<file path="src/rtl/l1_mem_port_arbiter.sv">
`default_nettype none
// ============================================================================
// l1_mem_port_arbiter : round-robin burst arbiter sharing one memory port
//                       between the L1 instruction fill and L1 data fill.
// Revision: 1.0
// ============================================================================
module l1_mem_port_arbiter #(
   parameter int P_BURST_BEATS = 8,
   parameter int P_CNT_W       = 4
) (
   input  logic        iCLOCK,
   input  logic        inRESET,
   input  logic        iREMOVE,
   input  logic        iR0_REQ,
   output logic        oR0_LOCK,
   input  logic [3:0]  iR0_BEATS,
   input  logic [1:0]  iR0_ORDER,
   input  logic        iR0_RW,
   input  logic [31:0] iR0_ADDR,
   input  logic [31:0] iR0_DATA,
   output logic        oR0_VALID,
   output logic        oR0_PAGEFAULT,
   output logic [63:0] oR0_DATA,
   input  logic        iR1_REQ,
   output logic        oR1_LOCK,
   input  logic [3:0]  iR1_BEATS,
   input  logic [1:0]  iR1_ORDER,
   input  logic        iR1_RW,
   input  logic [31:0] iR1_ADDR,
   input  logic [31:0] iR1_DATA,
   output logic        oR1_VALID,
   output logic        oR1_PAGEFAULT,
   output logic [63:0] oR1_DATA,
   output logic        oMEM_REQ,
   input  logic        iMEM_LOCK,
   output logic [1:0]  oMEM_ORDER,
   output logic        oMEM_RW,
   output logic [31:0] oMEM_ADDR,
   output logic [31:0] oMEM_DATA,
   input  logic        iMEM_VALID,
   input  logic        iMEM_PAGEFAULT,
   input  logic [63:0] iMEM_DATA
);

   localparam logic [1:0] c_IDLE  = 2'd0;
   localparam logic [1:0] c_BUSY  = 2'd1;
   localparam logic [1:0] c_DRAIN = 2'd2;

   localparam logic [P_CNT_W-1:0] c_MAX_BEATS = P_CNT_W'(P_BURST_BEATS);
   localparam logic [P_CNT_W-1:0] c_ONE       = P_CNT_W'(1);

   logic [1:0]         state_q,  state_d;
   logic               owner_q,  owner_d;
   logic               last_q,   last_d;
   logic [P_CNT_W-1:0] issued_q, issued_d;
   logic [P_CNT_W-1:0] recvd_q,  recvd_d;
   logic [P_CNT_W-1:0] beats_q,  beats_d;

   logic               grant_sel;
   logic [P_CNT_W-1:0] raw_beats;
   logic [P_CNT_W-1:0] clamped_beats;
   logic               own_req;
   logic               busy;
   logic               room;
   logic               accept;
   logic               own_lock;
   logic               fwd;
   logic [P_CNT_W-1:0] recvd_next;

   // On contention the requester that was not served last wins.
   assign grant_sel = iR1_REQ && (!iR0_REQ || !last_q);
   assign raw_beats = grant_sel ? P_CNT_W'(iR1_BEATS) : P_CNT_W'(iR0_BEATS);
   assign clamped_beats = (raw_beats == '0)          ? c_ONE :
                          (raw_beats > c_MAX_BEATS)  ? c_MAX_BEATS : raw_beats;

   assign own_req  = owner_q ? iR1_REQ : iR0_REQ;
   assign busy     = (state_q == c_BUSY);
   assign room     = (issued_q < beats_q);
   assign oMEM_REQ = busy && own_req && room && !iREMOVE;
   assign accept   = oMEM_REQ && !iMEM_LOCK;
   assign own_lock = !busy || iMEM_LOCK || !room || iREMOVE;

   assign oR0_LOCK = owner_q ? 1'b1 : own_lock;
   assign oR1_LOCK = owner_q ? own_lock : 1'b1;

   assign oMEM_ORDER = owner_q ? iR1_ORDER : iR0_ORDER;
   assign oMEM_RW    = owner_q ? iR1_RW    : iR0_RW;
   assign oMEM_ADDR  = owner_q ? iR1_ADDR  : iR0_ADDR;
   assign oMEM_DATA  = owner_q ? iR1_DATA  : iR0_DATA;

   // Responses are forwarded only while a burst is live; in DRAIN they are dropped.
   assign fwd           = busy && iMEM_VALID;
   assign oR0_VALID     = fwd && !owner_q;
   assign oR1_VALID     = fwd && owner_q;
   assign oR0_PAGEFAULT = oR0_VALID && iMEM_PAGEFAULT;
   assign oR1_PAGEFAULT = oR1_VALID && iMEM_PAGEFAULT;
   assign oR0_DATA      = iMEM_DATA;
   assign oR1_DATA      = iMEM_DATA;

   assign recvd_next = recvd_q + P_CNT_W'(iMEM_VALID);

   always_comb begin
      state_d  = state_q;
      owner_d  = owner_q;
      last_d   = last_q;
      issued_d = issued_q;
      recvd_d  = recvd_q;
      beats_d  = beats_q;
      case (state_q)
         c_IDLE: begin
            if (!iREMOVE && (iR0_REQ || iR1_REQ)) begin
               state_d  = c_BUSY;
               owner_d  = grant_sel;
               beats_d  = clamped_beats;
               issued_d = '0;
               recvd_d  = '0;
            end
         end
         c_BUSY: begin
            issued_d = issued_q + P_CNT_W'(accept);
            recvd_d  = recvd_next;
            if (recvd_next >= beats_q) begin
               state_d = c_IDLE;
               last_d  = owner_q;
            end else if (iREMOVE) begin
               state_d = c_DRAIN;
            end
         end
         c_DRAIN: begin
            recvd_d = recvd_next;
            if (recvd_next >= issued_q) begin
               state_d = c_IDLE;
            end
         end
         default: state_d = c_IDLE;
      endcase
   end

   always_ff @(posedge iCLOCK or negedge inRESET) begin
      if (!inRESET) begin
         state_q  <= c_IDLE;
         owner_q  <= 1'b0;
         last_q   <= 1'b1;
         issued_q <= '0;
         recvd_q  <= '0;
         beats_q  <= '0;
      end else begin
         state_q  <= state_d;
         owner_q  <= owner_d;
         last_q   <= last_d;
         issued_q <= issued_d;
         recvd_q  <= recvd_d;
         beats_q  <= beats_d;
      end
   end

endmodule
`default_nettype wire
</file>
<file path="config.mk">
export PLATFORM = sky130hd
export DESIGN_NAME = l1_mem_port_arbiter
export DESIGN_NICKNAME = d
export VERILOG_FILES = /design/src/rtl/l1_mem_port_arbiter.sv
export SDC_FILE = /design/constraint.sdc
export NUM_CORES = 1
export LEC_CHECK = 0
export CORE_AREA = 2 2 159 161
export CTS_CLUSTER_DIAMETER = 200
export DETAILED_ROUTE_END_ITERATION = 16
export DIE_AREA = 0 0 161 163
export SLEW_MARGIN = 25
export SYNTH_ARGS = -nofsm -noshare
export SYNTH_HDL_FRONTEND = slang
export SYNTH_SLANG_ARGS = --single-unit
</file>
<file path="constraint.sdc">
create_clock -name iCLOCK -period 2 [get_ports iCLOCK]
set_input_delay 0.2 -clock iCLOCK [delete_from_list [all_inputs] [get_ports iCLOCK]]
set_output_delay 0.2 -clock iCLOCK [all_outputs]
set_load 0.005 [all_outputs]
</file>
# Yosys cells after proc, flatten, opt, wreduce, memory -nomap -nowiden
# Cells that the tools add are included.
# Widths: inputs -> output; s select.
# totals
ff_bits	16
inputBits	214
out_inout_bits	202
elab_cells	68
# classes
n_addsub	2
magnitude_cmp	4
eq_ne	5
muxes	18
reduce_logical	33
# op_table
operator	count
$mux 32	2
$mux 4	4
$pmux 4 s2	2
$logic_and 1x1->1	11
$mux 2	5
$add 4x1->4	2
$ge 4x4->1	2
$reduce_and 2->1	4
$logic_not 1->1	7
$pmux 2 s3	1
$logic_or 1x1->1	5
$gt 4x4->1 const B	1
$logic_not 4->1	1
$lt 4x4->1	1
$mux 1	4
$ne 2x2->1 const B	2
$reduce_bool 2->1	2
$ne 3x2->1 const B	1
$reduce_and 3->1	1
$eq 2x1->1 const B	1
$eq 2x2->1 const B	1
$logic_not 2->1	1
$reduce_or 2->1	1

# Logic depth before layout (Yosys ltp)
# Gate-level depths: netlist of run 1.
# depth
depth_word	7
depth_mapped	12
depth_no_buf	12

# Least setup slack after synthesis of run 1
# OpenSTA, ideal clock, no wires.
# synth_timing
path_type	register to register
from	register issued_q[3]
to	register issued_q[1]
arrival_ns	2.073
slack_ns	-0.195
stages_incl_launch_ff	9
path_cell_list	dfrtp_1 ha_1 a211oi_1 o21ai_0 nor3b_1 nor2b_1 ha_1 ha_1 a32o_1
# synth_between
elab_chain_len	6
# synth_lines
item	line	source
start, declared	55	logic [P_CNT_W-1:0] issued_q, issued_d;
start signal, assigned	151	issued_q <= issued_d;
$lt 4x4->1	78	assign room = (issued_q < beats_q);
$logic_and 1x1->1 (2 in series)	79	assign oMEM_REQ = busy && own_req && room && !iREMOVE;
named net oMEM_REQ	34	output logic oMEM_REQ,
$logic_and 1x1->1	80	assign accept = oMEM_REQ && !iMEM_LOCK;
$add 4x1->4	120	issued_d = issued_q + P_CNT_W'(accept);
$pmux 4 s2	109	case (state_q)
# The timed path passes the listed nets, and every way through them passes these cells.
# A chain may end at the register's enable or synchronous reset.

# Worst setup path after layout of run 1
# layout_timing
from	register recvd_q[0]
to	register state_q[0]
# layout_between
elab_chain_len	4
elab_cells_between_ends	8
# layout_lines
item	line	source
start, declared	56	logic [P_CNT_W-1:0] recvd_q, recvd_d;
start signal, assigned	152	recvd_q <= recvd_d;
$add 4x1->4 (*)	100	assign recvd_next = recvd_q + P_CNT_W'(iMEM_VALID);
$ge 4x4->1 (on tied branches)	122, 131	
$ne 3x2->1 (no source line), or another cell as far along	-	
$reduce_and 3->1 (no source line) / $pmux 2 s3 (equally long branches)	-	
end signal, assigned	141	state_q <= c_IDLE;
end signal, assigned	148	state_q <= state_d;
end, declared	52	logic [1:0] state_q, state_d;
# Mark *: on every way between the ends. The rest lies on a longest branch, timed or not.

==> impl_summary.log, run 1 <==
INFO  metric yosys_register_bits = 16
INFO  metric post_synth_and_or_nand_nor_area_fraction = 0.0613
INFO  metric gr-total-overflow = 0
INFO  metric routed_wirelength = 12,300 um
INFO  metric via_count_of_the_first_global_routing_pass = 2,859
INFO  metric synth_seq_area_share = 0.136
INFO  metric pre_cts_ws = -0.535 ns
INFO  metric ir_worst_vdd = 440 uV
INFO  metric clockBufferDepth = 2
INFO  metric worst_path_max_delay_cell = dfrtp_1
INFO  metric worstSetupPathType = reg -> reg
INFO  metric syn-cell-area = roughly 3000 um2
INFO  metric setup_violations = 5
INFO  metric critical_path_cell_count = 8
INFO  metric violations = negative setup slack
INFO  metric design.core.area = 24,700 um2
INFO  metric critical_path.reg2reg.endpoint = state_q[0]$_DFFE_PN0P_
INFO  metric avgRoutedWirePerCell = 15.5 um
INFO  metric final.period_utilization = 1.05
INFO  metric synth.mux.area_fraction = 0.280
INFO  metric synthTopCellsByArea = buf_4, mux2_2, dfrtp_1
INFO  metric critPathLaunchType = register
INFO  metric clk_transition_reported_paths = about 0.05 ns
INFO  metric globalplace.congestion = 0.791
INFO  metric tritoncts_num_sinks = 16
INFO  metric data_required_time_at_the_worst_endpoint = 2.13 ns
INFO  metric avgSynthCellArea = 9.11 um2
INFO  metric rrSetupSlack = -0.10 ns
INFO  metric detailed_place_hpwl = 10,000 um
INFO  metric tritoncts = built
INFO  metric postSynthNetCount = 557
INFO  metric number_of_vias_per_cell_after_detailed_routing = between 3 and 4
INFO  metric detail_route.first_pass.iterations = 4
INFO  metric cp_slowest_stage_delay = about 0.4 ns
INFO  metric total_routing_usage_reported_by_global_routing = 0.0844
INFO  metric finalHoldViolCount = 0
INFO  metric detail_route.drc_violations = 0
INFO  metric synth_compound_gate_area_share = 0.0858
INFO  metric reg2reg_from = recvd_q[0]$_DFFE_PN0P_
INFO  metric path_max_fanout = 2
INFO  metric portBuffers = 223
INFO  metric critPathCaptureType = register
INFO  metric power_per_cell_area = 942 nW/um2
INFO  metric path_delay_family = compound AO/OA/AOI/OAI gates
INFO  metric antenna_found_initial = 0
INFO  metric placement_rows = 58
INFO  metric wire_length_of_the_first_global_routing_pass = 16,900 um
INFO  metric area_growth = 79.8%
INFO  metric initial_core_util = 0.120
INFO  metric die_area = 26,200 um2
INFO  metric max_cap_violations = 0
INFO  metric r2r_cells = 8
INFO  metric relSlewSlack = 0.621
INFO  metric period_needed = 2.10 ns
INFO  metric yosys_warnings = 0
INFO  metric dominant_combinational_cell_family_by_area_after_synthesis = buffers and inverters
INFO  metric yosys.area_share.adder = 0.0760
INFO  metric holdBufCountCts = 0
INFO  metric insertion_delay = 0.24 ns
INFO  metric cts.htree.levels = 1
INFO  metric area_taken_by_multi_input_logic_gates = 1710 um2
INFO  metric design.final.nets = 694
INFO  metric path_cells = ha_4 > inv_4 > ha_4 > nand2b_4 > a2111oi_4 > o21ai_2 > o21ai_2 > mux2_4
INFO  metric synth.distinct_cells = 35
INFO  metric detailroute.via_count = 2,700
INFO  metric dieWidth = roughly 160 um
INFO  metric iter_0_drt_violations = 64
INFO  metric fill_cells = 2,734
INFO  metric timing.critical_path.buf_inv = 1
INFO  metric layout_commonest_cell = clkdlybuf4s50_1
INFO  metric sum_neg_setup_slack = -0.201 ns
INFO  metric regArea = 403 um2
INFO  metric timing.final.ws_setup = -0.103 ns
INFO  metric worstPathArrival = 2.23 ns
INFO  metric die_h = 163 um
INFO  metric synth_top_area_cell = buf_4
INFO  metric ios = 416
INFO  metric postRouteAntennaNets = 0
INFO  metric synth_top_area_frac = 0.327
INFO  metric synth_xor_area_frac = 0.00591
INFO  metric drive_above_1_share = 0.343
INFO  metric rsz0062_at_grt = true
INFO  metric timing.critical_path.to = state_q[0]$_DFFE_PN0P_
INFO  metric max_freq = 475 MHz
INFO  metric most_used_cells_in_the_layout_excluding_fill_and_tap_cells = clkdlybuf4s50_1, mux2_2, dlygate4sd2_1
INFO  metric timing.critical_path.from = recvd_q[0]$_DFFE_PN0P_
INFO  metric finalMaxSlewViolations = 0
INFO  metric cts_buffers = 3
INFO  metric run_status = complete, but fails checks
INFO  metric cts_root_buf = clkbuf_16
INFO  metric worst-slew-pin-transition = 0.563 ns
INFO  metric netlist_instances = about 330
INFO  metric largest_net_degree_at_the_start_of_global_routing = 17
INFO  metric static-leakage-power = 2.20 nW
INFO  metric antennaDiodeCount = 0
INFO  metric hold_path_class = in -> async
INFO  metric clock_skew = roughly 0.003 ns
flip-flops by register name (all words and copies together), names as in the netlist:
register  count
state_q       2
issued_q      4
beats_q       4
last_q        1
recvd_q       4
owner_q       1
per-layer routing:
layer	up-vias	global-route usage	part of all wire
met2	183	0.145	0.46
met1	1209	0.0904	0.38
met4	2	0.0353	0.045
li1	1261	-	-
met3	45	0.0357	0.11
met5	-	0.0114	0.0032
cell type report:
class | instances | area share
well taps | 330 | 0.0775
repair buffers | 270 | 0.502
flip-flops and latches | 16 | 0.0756
inverters | 11 | 0.00822
multi-input cells | 160 | 0.322
clock buffers | 4 | 0.0148
cell families after synthesis:
group / count (synthesis)
AO/OA/AOI/OAI: 31
buffers and inverters: 149
AND/OR/NAND/NOR: 35
adder cells (fa/ha/maj): 18
XOR/XNOR: 2
multiplexers: 74
flip-flops: 16
Yosys cell counts (all sizes together):
cell and n:
a21oi 3, o2111ai 1, dfstp 1, nor3b 3
mux2i 4, a2111oi 1, a22o 3, a21boi 3
nand2 11, nand2b 2, buf 137, or3b 1
nand3 6, o31ai 1, inv 11, nor2 8
o21a 1, and3 1, mux2 70, dfrtp 15
and3b 1, a211oi 2, a32o 5, o21ai 11
xor2 1, ha 18, nor2b 1, clkbuf 1
xnor2 1, nand3b 1
where the power goes:
part	leakage [nW]	switching, mW	total, mW	internal, mW
registers	0.206	0.118	0.560	0.442
clock network	0.0382	0.125	0.396	0.270
logic	1.96	1.51	4.06	2.55
worst min-delay path by stage:
| stage | start | end | slack (ns) | depth (start not counted) |
|---|---|---|---|---|
| final | inRESET | recvd_q[0]$_DFFE_PN0P_ | 0.28 | 2 |
| after global routing | inRESET | recvd_q[0]$_DFFE_PN0P_ | 0.31 | 2 |
| after CTS | inRESET | recvd_q[0]$_DFFE_PN0P_ | 0.30 | 2 |
| after detailed placement | iMEM_DATA[4] | oR0_DATA[4] | 0.40 | 0 |
| after global placement | iMEM_DATA[4] | oR0_DATA[4] | 0.40 | 0 |
| after floorplan | inRESET | beats_q[0]$_DFFE_PN0P_ | -0.1 | 0 |
what timing repair did:
item / CTS / global route
pin swaps: 10 / 7
gates cloned: 3 / 0
gates resized for setup: 87 / 19
endpoints found under the setup margin: 67 / 18
setup buffers: 10 / 2
stage by stage:
step                power, mW  area (um2)   util  instances  hold slack (ns)
CTS                      5.06        5260  0.213        790            0.295
global placement         4.18        4950  0.201        773            0.400
global route             5.38        5330  0.216        791            0.307
detailed placement       4.23        4950  0.201        773            0.400
floorplan                2.47        3030      -        325          -0.0956
finish                   5.02        5330  0.216        791            0.280
No activity file was read; power rests on OpenSTA's default activity.
==> inputs of run 2 (changes only) <==
Settings changed: ABC_CLOCK_PERIOD_IN_PS set to 2000, CTS_CLUSTER_SIZE set to 30, GPL_ROUTABILITY_DRIVEN set to 0.
==> results of run 2 <==
The final DEF is identical to that of run 1; final timing and power are the same.
==> inputs of run 3 (changes only) <==
Settings changed: CTS_CLUSTER_SIZE 30 to 14, PLACE_DENSITY set to 0.44.
==> run 3 against run 2 <==
Effect of this change: the run still ends with negative setup slack left; core utilization fell by 0.38 points; highest routed layer unchanged; first-iteration DRC count fell by 30%; clock power rose by 2%; via count rose by 0.22%; global-route usage barely moved; wire length barely moved; hold slack got worse by 0.023 ns; clock skew rose by 0.0042 ns; sequential power rose by 0.9%; worst setup slack got worse by 0.0094 ns.
==> impl_summary.log, run 3 (synthesized netlist as in run 1, its figures left out) <==
INFO  metric detailed_place_hpwl = 10,600 um (was 10,000 um)
INFO  metric placement_rows = 58 (unchanged)
INFO  metric worstPathArrival = 2.24 ns (was 2.23 ns)
INFO  metric dieWidth = 161 um (unchanged)
INFO  metric clk_transition_reported_paths = 0.05 ns (about the same)
INFO  metric cts.htree.levels = 1 (unchanged)
INFO  metric period_needed = 2.11 ns (was 2.10 ns)
INFO  metric ios = 416 (unchanged)
INFO  metric placement.cell_area = 4930 um2 (was 4950 um2)
INFO  metric routed-wl-met3 = 2200 um (was 1340 um)
INFO  metric timing.critical_path.buf_inv = 1 (unchanged)
INFO  metric design.core.area = 24,700 um2 (unchanged)
INFO  metric finalMaxSlewViolations = 0 (unchanged)
INFO  metric detailroute.via_count = 2,706 (was 2,700)
INFO  metric detail_route.first_pass.iterations = 4 (unchanged)
INFO  metric die_h = 163 um (unchanged)
INFO  metric power_per_cell_area = 902 nW/um2 (was 942 nW/um2)
INFO  metric cts_root_buf = clkbuf_16 (unchanged)
INFO  metric portBuffers = 223 (unchanged)
INFO  metric most_used_cells_in_the_layout_excluding_fill_and_tap_cells = clkdlybuf4s50_1, mux2_2, dlygate4sd2_1 (unchanged)
INFO  metric path_delay_family = compound AO/OA/AOI/OAI gates (unchanged)
INFO  metric die_area = 26,200 um2 (unchanged)
INFO  metric timing.final.ws_setup = -0.112 ns (was -0.103 ns)
INFO  metric gr-total-overflow = 0 (unchanged)
INFO  metric routed_wirelength = 12,200 um (was 12,300 um)
INFO  metric clock_skew = 0.00717 ns (was 0.00294 ns)
INFO  metric holdBufCountCts = 0 (unchanged)
INFO  metric max_cap_violations = 0 (unchanged)
INFO  metric cp_slowest_stage_delay = 0.41 ns (was 0.40 ns)
INFO  metric max_freq = 473 MHz (was 475 MHz)
INFO  metric finalHoldViolCount = 0 (unchanged)
INFO  metric path_cells = ha_4 > inv_2 > ha_4 > nand2b_4 > a2111oi_4 > o21ai_2 > o21ai_2 > mux2_4 (was ha_4 > inv_4 > ha_4 > nand2b_4 > a2111oi_4 > o21ai_2 > o21ai_2 > mux2_4)
INFO  metric iter_0_drt_violations = 45 (was 64)
INFO  metric drive_above_1_share = 0.347 (was 0.343)
INFO  metric wirelength_met1 = 3770 um (was 4670 um)
INFO  metric antenna_found_initial = 0 (unchanged)
INFO  metric sum_neg_setup_slack = -0.144 ns (was -0.201 ns)
INFO  metric violations = negative setup slack (unchanged)
INFO  metric rrSetupSlack = -0.11 ns (was -0.10 ns)
INFO  metric insertion_delay = 0.25 ns (was 0.24 ns)
INFO  metric regArea = 405 um2 (was 403 um2)
INFO  metric stdcell_area = 5230 um2 (was 5330 um2)
INFO  metric number_of_vias_per_cell_after_detailed_routing = 3.47 (was 3.41)
INFO  metric final.period_utilization = 1.06 (was 1.05)
INFO  metric relSlewSlack = 0.674 (was 0.621)
INFO  metric static-leakage-power = 2.06 nW (was 2.20 nW)
INFO  metric rsz0062_at_grt = true (unchanged)
INFO  metric clockBufferDepth = 2 (unchanged)
INFO  metric ir_worst_vdd = 399 uV (was 440 uV)
INFO  metric utilization_after_layout = 0.212 (was 0.216)
INFO  metric via_count_of_the_first_global_routing_pass = 2,854 (was 2,859)
INFO  metric tritoncts = built (unchanged)
INFO  metric path_max_fanout = 2 (unchanged)
INFO  metric layout_commonest_cell = clkdlybuf4s50_1 (unchanged)
INFO  metric data_required_time_at_the_worst_endpoint = 2.13 ns (about the same)
INFO  metric critical_path.reg2reg.endpoint = state_q[0]$_DFFE_PN0P_ (unchanged)
INFO  metric area_growth = 76.7% (was 79.8%)
INFO  metric reg2reg_from = recvd_q[0]$_DFFE_PN0P_ (unchanged)
INFO  metric setup_violations = 3 (was 5)
INFO  metric worstSetupPathType = reg -> reg (unchanged)
INFO  metric run_status = complete, but fails checks (unchanged)
INFO  metric fill_cells = 2,669 (was 2,734)
INFO  metric largest_net_degree_at_the_start_of_global_routing = 26 (was 17)
INFO  metric worst-slew-pin-transition = 0.484 ns (was 0.563 ns)
INFO  metric route.top_layer_used = met5 (unchanged)
INFO  metric pre_cts_ws = -0.580 ns (was -0.535 ns)
INFO  metric detail_route.drc_violations = 0 (unchanged)
INFO  metric postRouteAntennaNets = 0 (unchanged)
INFO  metric met2_length = 5960 um (was 5650 um)
INFO  metric critPathLaunchType = register (unchanged)
INFO  metric cts_buffers = 3 (unchanged)
INFO  metric worst_path_max_delay_cell = dfrtp_1 (unchanged)
INFO  metric critPathCaptureType = register (unchanged)
INFO  metric critical_path_cell_count = 8 (unchanged)
INFO  metric hold_path_class = in -> async (unchanged)
INFO  metric area_taken_by_multi_input_logic_gates = 1770 um2 (was 1710 um2)
INFO  metric reg.largest.list = beats_q: 4 flops, issued_q: 4 flops, recvd_q: 4 flops (unchanged)
INFO  metric avgRoutedWirePerCell = 15.7 um (was 15.5 um)
INFO  metric wire_length_of_the_first_global_routing_pass = 16,900 um (about the same)
INFO  metric r2r_cells = 8 (unchanged)
INFO  metric tritoncts_num_sinks = 16 (unchanged)
INFO  metric antennaDiodeCount = 0 (unchanged)
INFO  metric design.final.nets = 683 (was 694)
INFO  metric initial_core_util = 0.120 (unchanged)
INFO  metric total_routing_usage_reported_by_global_routing = 0.0843 (was 0.0844)
==> run 3: cell count changes in the layout (fill, tap and decap cells not counted), sizes merged <==
cell,previous run,this run
bufbuf,1,0
dlymetal6s2s,7,4
dlygate4sd2,59,43
clkbuf,6,5
clkdlybuf4s50,154,172
clkdlybuf4s15,0,1
buf,47,38
==> run 3: per-layer routing <==
layer,global-route usage,vias up
met4,0.0179,2
li1,-,1237
met3,0.0644,14
met2,0.148,240
met1,0.0752,1213
met5,0.0341,-
==> run 3: worst max path at each step <==
stage	from	endpoint	slack [ns]
floorplan	issued_q[3]$_DFFE_PN0P_	issued_q[1]$_DFFE_PN0P_	-0.09
global placement	iMEM_VALID	state_q[0]$_DFFE_PN0P_	-0.50
detailed placement	iMEM_VALID	state_q[0]$_DFFE_PN0P_	-0.58
CTS	recvd_q[0]$_DFFE_PN0P_	state_q[0]$_DFFE_PN0P_	-0.11
global route	recvd_q[0]$_DFFE_PN0P_	state_q[0]$_DFFE_PN0P_	-0.17
finish	recvd_q[0]$_DFFE_PN0P_	state_q[0]$_DFFE_PN0P_	-0.11
==> run 3: power breakdown <==
part / switching, mW / total [mW] / internal, mW
logic: 1.44 / 3.75 / 2.32
clock network: 0.133 / 0.404 / 0.271
registers: 0.118 / 0.565 / 0.447
==> run 3: worst reg2reg max path, stage by stage (launching register included) <==
cell       delay, ns
dfrtp_1         0.41
ha_4            0.28
inv_2           0.04
ha_4            0.20
nand2b_4        0.14
a2111oi_4       0.38
o21ai_2         0.10
o21ai_2         0.13
mux2_4          0.31
==> run 3: cell type report <==
type                    instances  share of cell area
repair buffers                259               0.482
multi-input cells             160               0.339
well taps                     330              0.0789
flip-flops and latches         16              0.0775
clock buffers                   4              0.0151
inverters                      11             0.00789
==> run 3: what timing repair did <==
action                                  CTS  global route
endpoints found under the setup margin   65            16
gates resized for setup                  85            21
endpoints found under the hold margin     0             0
setup buffers                             5             3
pin swaps                                14            12
==> run 3: per-stage QoR <==
step | instances | hold WS [ns] | power (mW)
global placement | 771 | 0.400 | 4.14
detailed placement | 771 | 0.400 | 4.17
finish | 780 | 0.257 | 4.72
global route | 780 | 0.289 | 5.05
floorplan | 325 | -0.0956 | 2.47
CTS | 780 | 0.273 | 4.70
